File: src/rtl/instruction_decode_stage.sv
// instruction_decode_stage
// Registered decode stage between fetch and execute. Each accepted instruction
// word is split into opcode/dest/src/imm fields and put into a class. A load-use
// hazard flag is computed against the previously accepted instruction. An
// output register plus a skid register give one-cycle latency at full
// throughput while keeping in_ready a registered signal.
//
// Handshake: a transfer happens on a rising edge where valid && ready.
// - Upstream side: in_valid/in_ready.
// - Downstream side: out_valid/out_ready.
// - While out_valid && !out_ready, the output entry is held stable.
module instruction_decode_stage #(
    parameter  int INSTR_W = 16,
    parameter  int OPC_W   = 4,
    parameter  int REG_W   = 4,
    parameter  int CNT_W   = 16,
    localparam int IMM_W   = INSTR_W - OPC_W - 2*REG_W
) (
    input  logic               clk,
    input  logic               rst,
    input  logic               in_valid,
    output logic               in_ready,
    input  logic [INSTR_W-1:0] in_instr,
    input  logic               flush,
    output logic               out_valid,
    input  logic               out_ready,
    output logic [OPC_W-1:0]   out_opcode,
    output logic [REG_W-1:0]   out_dest,
    output logic [REG_W-1:0]   out_src,
    output logic [IMM_W-1:0]   out_imm,
    output logic               out_is_nop,
    output logic               out_is_load,
    output logic               out_is_store,
    output logic               out_is_alu,
    output logic               out_is_jump,
    output logic               out_load_use,
    output logic [CNT_W-1:0]   decode_count
);

    // Buffered entry layout: {instruction word, class[4:0], load_use}.
    // The class field is ordered {nop, load, store, alu, jump}.
    // The raw word is kept because the fields are simply its bit slices.
    localparam int ENT_W = INSTR_W + 6;

    logic [OPC_W-1:0] w_opc;
    logic [3:0]       w_top;
    logic [REG_W-1:0] w_dest;
    logic [REG_W-1:0] w_src;
    logic [4:0]       w_cls;
    logic             w_load_use;
    logic [ENT_W-1:0] w_entry;
    logic             w_accept;
    logic             w_xfer;

    logic             r_out_valid;
    logic [ENT_W-1:0] r_out;
    logic             r_skid_valid;
    logic [ENT_W-1:0] r_skid;
    logic             r_ld_valid;
    logic [REG_W-1:0] r_ld_dest;
    logic [CNT_W-1:0] r_count;

    assign w_opc  = in_instr[INSTR_W-1 -: OPC_W];
    assign w_top  = w_opc[OPC_W-1 -: 4];
    assign w_dest = in_instr[INSTR_W-OPC_W-1 -: REG_W];
    assign w_src  = in_instr[INSTR_W-OPC_W-REG_W-1 -: REG_W];

    // Priority classification on the top four opcode bits; lower opcode bits are ignored.
    always_comb begin
        w_cls = 5'b00000;
        if (w_top[3])      w_cls = 5'b00001;  // jump
        else if (w_top[2]) w_cls = 5'b00010;  // alu
        else if (w_top[1]) w_cls = 5'b00100;  // store
        else if (w_top[0]) w_cls = 5'b01000;  // load
        else               w_cls = 5'b10000;  // nop
    end

    assign w_load_use = r_ld_valid && !w_cls[4] && (w_src == r_ld_dest);
    assign w_entry    = {in_instr, w_cls, w_load_use};

    // The skid register is full exactly when the upstream must stall.
    assign in_ready = !r_skid_valid;
    assign w_accept = in_valid && in_ready;
    assign w_xfer   = r_out_valid && out_ready;

    // Two-entry FIFO: output register first, skid register behind it; flush wins.
    always_ff @(posedge clk or posedge rst) begin
        if (rst) begin
            r_out_valid  <= 1'b0;
            r_out        <= '0;
            r_skid_valid <= 1'b0;
            r_skid       <= '0;
        end else if (flush) begin
            r_out_valid  <= 1'b0;
            r_skid_valid <= 1'b0;
        end else if (!r_out_valid || w_xfer) begin
            // The output slot is free this cycle: the oldest entry moves into it.
            if (r_skid_valid) begin
                r_out        <= r_skid;
                r_out_valid  <= 1'b1;
                r_skid_valid <= 1'b0;
            end else if (w_accept) begin
                r_out        <= w_entry;
                r_out_valid  <= 1'b1;
            end else begin
                r_out_valid  <= 1'b0;
            end
        end else if (w_accept) begin
            r_skid       <= w_entry;
            r_skid_valid <= 1'b1;
        end
    end

    // Remember whether the last accepted instruction was a load, and its destination.
    always_ff @(posedge clk or posedge rst) begin
        if (rst) begin
            r_ld_valid <= 1'b0;
            r_ld_dest  <= '0;
        end else if (flush) begin
            r_ld_valid <= 1'b0;
        end else if (w_accept) begin
            r_ld_valid <= w_cls[3];
            r_ld_dest  <= w_dest;
        end
    end

    // Saturating count of output transfers. A transfer in a flush cycle still counts.
    always_ff @(posedge clk or posedge rst) begin
        if (rst) begin
            r_count <= '0;
        end else if (w_xfer && !(&r_count)) begin
            r_count <= r_count + 1'b1;
        end
    end

    assign out_valid    = r_out_valid;
    assign out_opcode   = r_out[ENT_W-1 -: OPC_W];
    assign out_dest     = r_out[ENT_W-OPC_W-1 -: REG_W];
    assign out_src      = r_out[ENT_W-OPC_W-REG_W-1 -: REG_W];
    assign out_imm      = r_out[6 +: IMM_W];
    assign out_is_nop   = r_out[5];
    assign out_is_load  = r_out[4];
    assign out_is_store = r_out[3];
    assign out_is_alu   = r_out[2];
    assign out_is_jump  = r_out[1];
    assign out_load_use = r_out[0];
    assign decode_count = r_count;

endmodule

File: config.mk
export PLATFORM = sky130hd
export DESIGN_NAME = instruction_decode_stage
export DESIGN_NICKNAME = d
export VERILOG_FILES = /design/src/rtl/instruction_decode_stage.sv
export SDC_FILE = /design/constraint.sdc
export NUM_CORES = 1
export LEC_CHECK = 0
export CELL_PAD_IN_SITES_DETAIL_PLACEMENT = 0
export CELL_PAD_IN_SITES_GLOBAL_PLACEMENT = 1
export CORE_ASPECT_RATIO = 1.4
export CORE_MARGIN = 2
export CORE_UTILIZATION = 40
export CTS_CLUSTER_SIZE = 30
export DETAILED_ROUTE_END_ITERATION = 8
export DONT_BUFFER_PORTS = 1
export PLACE_DENSITY_LB_ADDON = 0.1
export SYNTH_ARGS = -nofsm -noshare
export SYNTH_HDL_FRONTEND = slang
export SYNTH_SLANG_ARGS = --single-unit
File: constraint.sdc
create_clock -name clk -period 2.7 [get_ports clk]
set_input_delay 0.54 -clock clk [delete_from_list [all_inputs] [get_ports clk]]
set_output_delay 0.54 -clock clk [all_outputs]
set_load 0.03 [all_outputs]
; ---- Word level (Yosys, flattened, before mapping)
; Index checks and enable logic that the tools add are counted.
; W data, S select, Z words.
[totals]
regBits = 67
inputBits = 21
output_inout_bits = 40
word_cells = 44
[classes]
addsub = 1
eq_ne = 1
muxes = 15
bitwise_logic = 2
n_reduce_logical = 18
[ops]
columns = operator, n
row1 = $mux W22, 2
row2 = $mux W5, 4
row3 = $add A16 B1 Y16 const B, 1
row4 = $reduce_and A16 Y1, 1
row5 = $mux W1, 9
row6 = $reduce_and A3 Y1, 2
row7 = $reduce_bool A2 Y1, 3
row8 = $logic_and A1 B1 Y1, 5
row9 = $eq A4 B4 Y1, 1
row10 = $logic_not A1 Y1, 4
row11 = $reduce_bool A3 Y1, 1
row12 = $not A1 Y1, 2
row13 = $reduce_and A2 Y1, 1
row14 = $logic_or A1 B1 Y1, 1

; ---- Logic depth before layout (Yosys ltp)
; Gate-level depths: netlist of the first run.
[logic_depth]
ltp_word = 9
depth_mapped = 6
depth_no_buf = 5

; ---- Least setup slack after synthesis of the first run
; OpenSTA, ideal clock, no wires.
[synth_path]
kind = flip-flop to flip-flop
start = reg r_count[3] (netlist: decode_count[3])
end = reg r_count[15] (netlist: decode_count[15])
setup_time_ns = 0.128
arrival_time_ns = 1.627
t_required_ns = 2.572
slack_ns = 0.945
stages_incl_launch_ff = 5
n_path_buf = 0
synth_period_minus_slack_ns = 1.755
path_cell_list = dfrtp_1 > nand4_4 > nor4_4 > nand3_1 > mux2_1
[synth_between]
elab_chain_len = 3
elab_cells_between_ends = 4
cone_classes = add/sub: 1 / reduce/logical: 3
[synth_rtl]
columns = item, line
row1 = from (decl), 61  ; logic [CNT_W-1:0] r_count;
row2 = from (signal assigned), 132  ; r_count <= r_count + 1'b1;
row3 = "parallel branches: the longest is 3 deep, another holds $add A16 B1 Y16", --
; Parallel ways; which one is timed is not known.
; A chain may end at the register's enable or synchronous reset.

; ---- Worst setup path after layout of the first run
[layout_path]
start = reg r_skid_valid
end = out in_ready
[layout_between]
elab_chain_len = 1
[layout_rtl]
columns = item, line
row1 = from (decl), 57  ; logic r_skid_valid;
row2 = from (signal assigned), 91  ; r_skid_valid <= 1'b0;
row3 = from (signal assigned), 95  ; r_skid_valid <= 1'b0;
row4 = from (signal assigned), 101  ; r_skid_valid <= 1'b0;
row5 = $logic_not A1 Y1, 82  ; assign in_ready = !r_skid_valid;
row6 = to (decl), 22  ; output logic in_ready,
; No other way between the ends.

==> results of run 1 <==
## stage by stage
step	instance area, sq um	std cells	hold slack [ps]	power [mW]
6_report	3240	354	139	2.50
5_1_grt	3240	354	175	2.63
4_1_cts	3240	354	145	2.54
3_5_place_dp	3050	338	476	1.74
3_3_place_gp	3050	338	468	1.73
2_1_floorplan	2930	249	455	1.66
## cells in the mapped netlist (2+ instances only)
| cell | number | area (sq um) |
|---|---|---|
| mux2_2 | 5 | 56.3 |
| mux2i_1 | 16 | 160 |
| mux2_1 | 20 | 225 |
| xnor2_1 | 5 | 43.8 |
| a21oi_1 | 19 | 95.1 |
| o211ai_1 | 2 | 15.0 |
| nand4_1 | 4 | 25.0 |
| buf_2 | 5 | 25.0 |
| nor4_1 | 4 | 25.0 |
| o21ai_1 | 4 | 20.0 |
| dfrtp_1 | 65 | 1630 |
| o21a_1 | 2 | 15.0 |
| inv_1 | 2 | 7.51 |
| xor2_1 | 10 | 87.6 |
| nor4_4 | 2 | 42.5 |
| nand3_1 | 9 | 45.0 |
| a31oi_1 | 3 | 18.8 |
| nor2b_1 | 2 | 12.5 |
| nand2b_1 | 3 | 18.8 |
| o21ai_0 | 2 | 10.0 |
| nor3_1 | 4 | 20.0 |
| nor2_1 | 25 | 93.8 |
| nand2_1 | 15 | 56.3 |
| clkbuf_1 | 2 | 7.51 |
| buf_1 | 2 | 7.51 |
## worst max-delay path by stage
stage,end,slack (ps),cells past startpoint
5_1_grt,in_ready,460,2
6_report,in_ready,540,2
4_1_cts,in_ready,490,2
3_3_place_gp,decode_count[14],730,5
3_5_place_dp,decode_count[14],710,5
2_1_floorplan,decode_count[0],530,1
## cell usage in the layout (no fill, tap or decap), types with 2 or more instances in the layout
master / netlist / final
nand2b_1: 3 / 3
a21oi_1: 19 / 19
o21ai_1: 4 / 4
nand3_1: 9 / 9
mux2_1: 20 / 20
nor4_4: 2 / 2
nand2_1: 15 / 15
buf_4: 1 / 3
clkbuf_8: 0 / 13
o211ai_1: 2 / 2
mux2_2: 5 / 5
nor2_1: 25 / 25
clkinv_2: 0 / 2
o21ai_0: 2 / 2
o21a_1: 2 / 2
nor3_1: 4 / 3
dfrtp_1: 65 / 65
mux2i_1: 16 / 16
a31oi_1: 3 / 3
nand4_1: 4 / 4
xnor2_1: 5 / 5
xor2_1: 10 / 10
nor4_1: 4 / 4
nor2b_1: 2 / 2
## sequential cells by signal (all words and copies together), names as in the netlist
register and flops:
r_ld_valid 1, decode_count 16, r_out 21, r_ld_dest 4, r_skid_valid 1, out_valid 1, r_skid 21
## layer usage
metal / up-vias / share of wire (%)
li1: 901 / -
met4: 0 / 1.6
met2: 49 / 49
met3: 8 / 6.0
met5: - / 0
met1: 906 / 43
## power breakdown
part / internal, mW / switching, mW / total, mW
Clock: 0.431 / 0.356 / 0.787
Combinational: 0.130 / 0.134 / 0.264
Sequential: 1.13 / 0.314 / 1.45
Total: 1.69 / 0.803 / 2.50
## area by class of cell
type | count | area share, %
Timing Repair Buffer | 4 | 1.31
Multi-Input combinational cell | 172 | 38.7
Inverter | 2 | 0.232
Tap cell | 95 | 3.67
Clock inverter | 2 | 0.309
Clock buffer | 14 | 5.63
Sequential cell | 65 | 50.2
## cells by family (layout without fill, tap and decap cells)
kind of cell / count (synthesis) / after routing / synth area share, %
adder cells (fa/ha/maj): 1 / 1 / 0.427
AO/OA/AOI/OAI: 35 / 35 / 6.79
AND/OR/NAND/NOR: 80 / 80 / 15.8
XOR/XNOR: 15 / 15 / 4.48
buffers and inverters: 12 / 22 / 1.88
flip-flops: 65 / 65 / 55.5
multiplexers: 41 / 41 / 15.1
==> flow_results.org, run 1 <==
** Run status
- The flow ran to the end, and the final reports show no timing, DRC or antenna violations.

** Placed design
- Routability-driven placement finished with a final weighted congestion of 0.709.
- At the placement stage, the worst setup path has a slack of 706 ps.
- The HPWL after detailed placement is 4040 um.
- Buffers placed on the I/O ports in this run total 0.

** Clock network
- The number of hold buffers added after CTS was 0.
- Buffer depth of the longest clock path :: 2
- Total CTS buffers :: 9
- TritonCTS built the clock tree.
- Clock latency of the later-clocked register in the worst-skew pair :: 340 ps
- The clock tree synthesis step divided the H-tree into 3 levels.
- Clock-pin slew was measured on the worst setup and hold paths at 70 ps.
- CTS saw 65 sinks.
- Count of buffers added by post-CTS timing repair for setup :: 0
- The cell sitting at the root of the clock tree is a clkbuf_8.
- Gates resized, CTS repair :: 0

** STA
- Worst setup margin :: 537 ps
- The worst path uses 80.1% of the clock period.
- The worst path needs 2160 ps of the cycle, external delays included.
- Derived from the worst setup path, the maximum achievable clock frequency is 462 MHz.
- Headroom to the max-slew limit came out at 61.2%.
- The max-slew violation total from the final report came to 0.
- The number of endpoints with negative hold slack in the final report came to 0.
- In the final timing run, aggregate negative setup slack is 0 ps.
- The clock arrives with 6.17 ps of skew.
- Actual slew at the worst max-slew pin :: 580 ps
- Setup repair after global routing missed its margin :: false
- Setup violations, final :: 0

** Finish
- Summing all multi-input logic gate instances after layout gives 0.00125 sq mm.
- Diode insertion count for antenna repair :: 0
- After filler insertion, the fill cell instance count of the layout stands at 702.
- Final Core Density :: 46.1%
- Reg area :: 0.00163 sq mm
- The post-route netlist has 13.5% of its cells at a drive strength greater than 1.
- From synthesis to final layout, the design area changed by 10.6%.
- At the end of the flow, the number of nets in the layout was 276.

** Logic synthesis
- Gate count after technology mapping :: 249
- Count of cell types in the netlist :: 42
- Number of synthesized flops with an enable pin :: 0
- For this run, the number of Yosys warnings is 0.
- Counting every net in the synthesized netlist gives 271.
- The mapped netlist covers 0.00293 sq mm.
- Most instantiated flip-flop cell in the synthesis netlist :: dfrtp_1
- After synthesis, the share of flip-flops with an asynchronous set or reset is 100%.
- Syn_area_per_cell :: 11.8 sq um
- In this run, synthesis produced a sequential element count of 65.
- For this run, the register share of the synthesized area comes to 55.5%.

** Worst setup path
- Source of the worst register-to-register timing path :: decode_count[0]
- In this run the worst setup path begins at r_skid_valid.
- Number of buffer and inverter instances along the worst setup path :: 2
- In this design, the stage delay of the slowest critical-path cell is 640 ps.
- Walking the worst path, the cells encountered are buf_4 > inv_1.
- STA classifies the critical path endpoint as an output pin.
- Setup slack on the worst flop-to-flop path :: 730 ps
- Data on the critical path is required at its endpoint by 2160 ps.
- The worst register-to-register path has a depth of 5.
- Gate family responsible for the most delay along the worst path :: flip-flops
- Kind of start point of the critical path :: flip-flop
- STA puts the critical path data arrival time at 1620 ps.
- Worst-path cell with the longest stage delay :: dfrtp_1
- Worst reg2reg endpoint :: decode_count[14]
- In this run the worst path has a maximum fanout of 19.
- Category of the critical setup timing path :: reg -> out

** Run
- Max-capacitance violation count :: 0

** GRT
- Met1 capacity usage during global routing :: 18.9%
- Vias in the first global route :: 1847
- Total grt overflow :: 0
- Entering global routing, the biggest net connects 42 pins.
- The number of antenna violations at the first check in global routing came to 0.
- Global-route total usage across every layer :: 15.7%
- Met3 routing resource usage after global routing :: 5.57%
- Most Used Layer, Global Route :: met2
- The first global-routing pass estimated 9690 um of wire.
- Met2 capacity usage during global routing :: 24.9%

** Route
- Total Routed Length :: 5810 um
- Drt drc :: 0
- Violation count after the first detailed-routing iteration :: 80
- Via count :: 1864
- Antenna viol nets, final :: 0
- Before antenna repair, the detailed router went through 4 iterations.
- WL/cell :: 16.4 um
- Ratio of routed vias to standard cells :: 5.27

** Floorplan
- The floorplan has 36 rows.
- Die Height :: 105 um
- Area enclosed by the die boundary :: 0.00804 sq mm
- Number of top-level pins :: 61
- Core Box Area :: 0.00703 sq mm
- Starting density of the core :: 41.7%
- From left edge to right edge, the die measures 76.3 um.

** Min path
- Min-Delay Path Class :: in -> async

** Power
- IR drop worst, VDD :: 467 uV
- Pwr/cell area :: 770 mW/mm^2
- In this run the static leakage power is 1.38 nW.
No activity file was read; power rests on OpenSTA's default activity.
==> inputs of run 2 (changes only) <==
==> constraint.sdc (replaced) <==
create_clock -name clk -period 1.75 [get_ports clk]
set_input_delay 0.35 -clock clk [delete_from_list [all_inputs] [get_ports clk]]
set_output_delay 0.35 -clock clk [all_outputs]
set_load 0.03 [all_outputs]
==> flow_results.org, run 2 (synthesis results as in run 1) <==
** Clock network
- Clock tree from TritonCTS :: built
- Clock latency of the later-clocked register in the worst-skew pair :: 330 ps (about the same)
- Clock transition time at the flip-flop clock pins of the worst setup and hold paths :: 60 ps (about the same)
- The deepest level of the CTS H-tree is 3 (unchanged).
- The number of buffers inserted during clock tree synthesis is 9 (unchanged).
- The buffers inserted during post-CTS setup optimization was 0 (unchanged).
- The maximum clock path buffer count is 2 (unchanged).
- Clock sinks :: 65 (unchanged)
- The cell sitting at the root of the clock tree is a clkbuf_8.

** Worst setup path
- The worst register-to-register path begins at decode_count[8].
- The length in cells of the worst reg-to-reg path came to 4 (-1).
- The worst setup path is launched from a flip-flop.
- In this run the critical register-to-register path is captured at decode_count[1].
- STA classifies the critical path endpoint as an output pin.
- CP endpoint :: in_ready
- Setup slack on the worst flop-to-flop path :: 150 ps (-580 ps)
- Source of the critical timing path :: r_skid_valid
- Required time reported for the critical path endpoint :: 1400 ps (-760 ps)
- CP Max Fanout :: 18 (-1)
- The setup path with the least slack is of type reg -> out.
- Data arrival time of the worst path :: 1320 ps (-300 ps)

** Route
- The total detailed-routing wirelength came to 5910 um (+1.7%).
- Ratio of routed vias to standard cells :: 5.23 (-0.74%)
- WL/cell :: 15.6 um (-5.2%)
- The detailed-router iteration count before antenna repair came to 4 (unchanged).
- Drt drc :: 0 (unchanged)
- Violation count after the first detailed-routing iteration :: 79 (-1.3%)
- Via count :: 1986 (+6.5%)
- The count of nets left with antenna violations after detail routing was 0 (unchanged).

** GRT
- The first-pass GRT wire length came to 10100 um (+4.3%).
- The overall global routing resource usage was 16.0% (+0.32 points).
- The number of antenna violations at the first check in global routing came to 0 (unchanged).
- The pin count of the biggest net entering global routing is 43 (+2.4%).
- The via count of the first global-routing pass is 2094 (+13%).
- The overflow left after global routing was 0 (unchanged).

** Floorplan
- The y dimension of the die is 105 um (unchanged).
- The boundary pin count came to 61 (unchanged).
- Area enclosed by the die boundary :: 0.00804 sq mm (unchanged)
- Placement Rows :: 36 (unchanged)
- Starting density of the core :: 41.7% (unchanged)
- Chip width :: 76.3 um (unchanged)
- Core Box Area :: 0.00703 sq mm (unchanged)

** STA
- The max-slew violation total from the final report came to 0 (unchanged).
- The sum of negative setup slack came to 0 ps (unchanged).
- Highest achievable clock rate :: 600 MHz
- Actual slew at the worst max-slew pin :: 548 ps (-31.4 ps)
- Setup violations, final :: 0 (unchanged)
- Setup repair after global routing missed its margin :: false
- The final critical-path setup slack is 84.1 ps (-453 ps).
- The final worst clock skew is 2.63 ps (-3.54 ps).
- Min Clock Period, post-route :: 1670 ps
- Share of the clock period used by the worst path after layout :: 95.2%
- Count of final hold-check violations :: 0 (unchanged)
- Slew margin rel. :: 63.5% (+2.2 points)

** Power
- Internal Pwr Total :: 2.63 mW (+55%)
- Sum of internal, switching and leakage power :: 3.87 mW (+55%)
- The proportion of power drawn by the clock network was 28.6% (-2.9 points).
- The switching portion of total power was 32.0% (-0.13 points).
- Pwr/cell area :: 1130 mW/mm^2 (+46%)
- The proportion of power drawn by combinational gates came to 17.6% (+7.0 points).
- The leakage power of the design came to 1.49 nW (+8.5%).
- The worst ir drop on vdd is 541 uV (+16%).
- The sequential cell fraction of total power was 53.8% (-4.1 points).
- The net switching power is 1.24 mW (+54%).

** Run
- The number of max-capacitance violations reported came to 0 (unchanged).

** Finish
- The library cells used most frequently in the layout, excluding fill and tap cells, are dfrtp_1 (64), buf_4 (29), nor2_1 (25).
- Fraction of final layout cells sized beyond drive strength 1 :: 20.7% (+7.2 points)
- Final net count :: 304 (+10%)
- The area growth from synthesis to layout is 17.3%.
- The count of antenna diodes in the layout was 0 (unchanged).
- Leading cell type in the layout, fill and taps excluded :: dfrtp_1

** Placed design
- The sum of net half-perimeters after detailed placement is 4310 um (+6.8%).
- The routability congestion estimate is 0.721 (+1.6%).
- The post-placement setup slack was 170 ps (-536 ps).
- The number of buffers inserted by port buffering was 0 (unchanged).

** Min path
- The startpoint identified for the worst hold timing path is flush.
- The path class of the tightest hold or removal check is in -> reg.

** Run status
- Run status :: complete, no violations
run 2: area by class of cell:
class	count	area, sq um
tap	95	119
fill	682	3590
clock buffer	14	163
inverter	2	11.3
multi-input combinational	172	1250
sequential	65	1630
timing repair buffer	32	263
run 2: metrics by stage:
| stage | instance area (sq um) | instances | hold slack (ps) | utilization, % |
|---|---|---|---|---|
| after CTS | 3430 | 380 | 54.5 | 48.9 |
| after floorplan | 2940 | 249 | 413 | - |
| after global routing | 3440 | 380 | 55.5 | 48.9 |
| after detailed placement | 3260 | 365 | 187 | 46.3 |
| after global placement | 3260 | 365 | 185 | 46.3 |
| final | 3440 | 380 | 71.6 | 48.9 |
run 2: timing repair:
action                                 in CTS  in global routing
resized for setup                           1                  1
endpoints found under the hold margin       9                  0
setup endpoints to repair                   1                  1
gates cloned                                0                  0
hold buffers                                1                  0
run 2: routing by layer:
| metal | global-route usage [%] | vias up | part of all wire (%) |
|---|---|---|---|
| met5 | 0 | - | 0 |
| met4 | 10.6 | 0 | 3.5 |
| met3 | 4.62 | 16 | 5.9 |
| met2 | 26.2 | 53 | 48 |
| met1 | 18.1 | 959 | 43 |
| li1 | - | 958 | - |
run 2: worst min-delay path by stage:
| stage | to | cells past startpoint |
|---|---|---|
| after floorplan | out_valid | 1 |
| after global placement | r_out[14] | 1 |
| after detailed placement | r_out[14] | 1 |
| after CTS | r_ld_valid | 1 |
| after global routing | r_ld_valid | 1 |
| final | out_valid | 1 |
run 2: critical path: stages (launching register included):
cell	delay (ps)
dfrtp_1	450
buf_8	220
inv_1	120
buf_4	190
run 2: power by group through the flow:
stage	clock (mW)	sequential [mW]	combinational, mW
after CTS	1.14	2.08	0.701
after global routing	1.20	2.12	0.758
after detailed placement	0	2.11	0.697
after global placement	0	2.10	0.694
after floorplan	0	2.20	0.355
final	1.11	2.08	0.682
==> inputs of run 3 (changes only) <==
--- a/config.mk
+++ b/config.mk
@@ -14,6 +14,7 @@
 export DETAILED_ROUTE_END_ITERATION = 8
 export DONT_BUFFER_PORTS = 1
 export PLACE_DENSITY_LB_ADDON = 0.1
+export SKIP_LAST_GASP = 1
 export SYNTH_ARGS = -nofsm -noshare
 export SYNTH_HDL_FRONTEND = slang
 export SYNTH_SLANG_ARGS = --single-unit
==> results of run 3 <==
The final DEF is identical to that of run 2; final timing and power are the same.
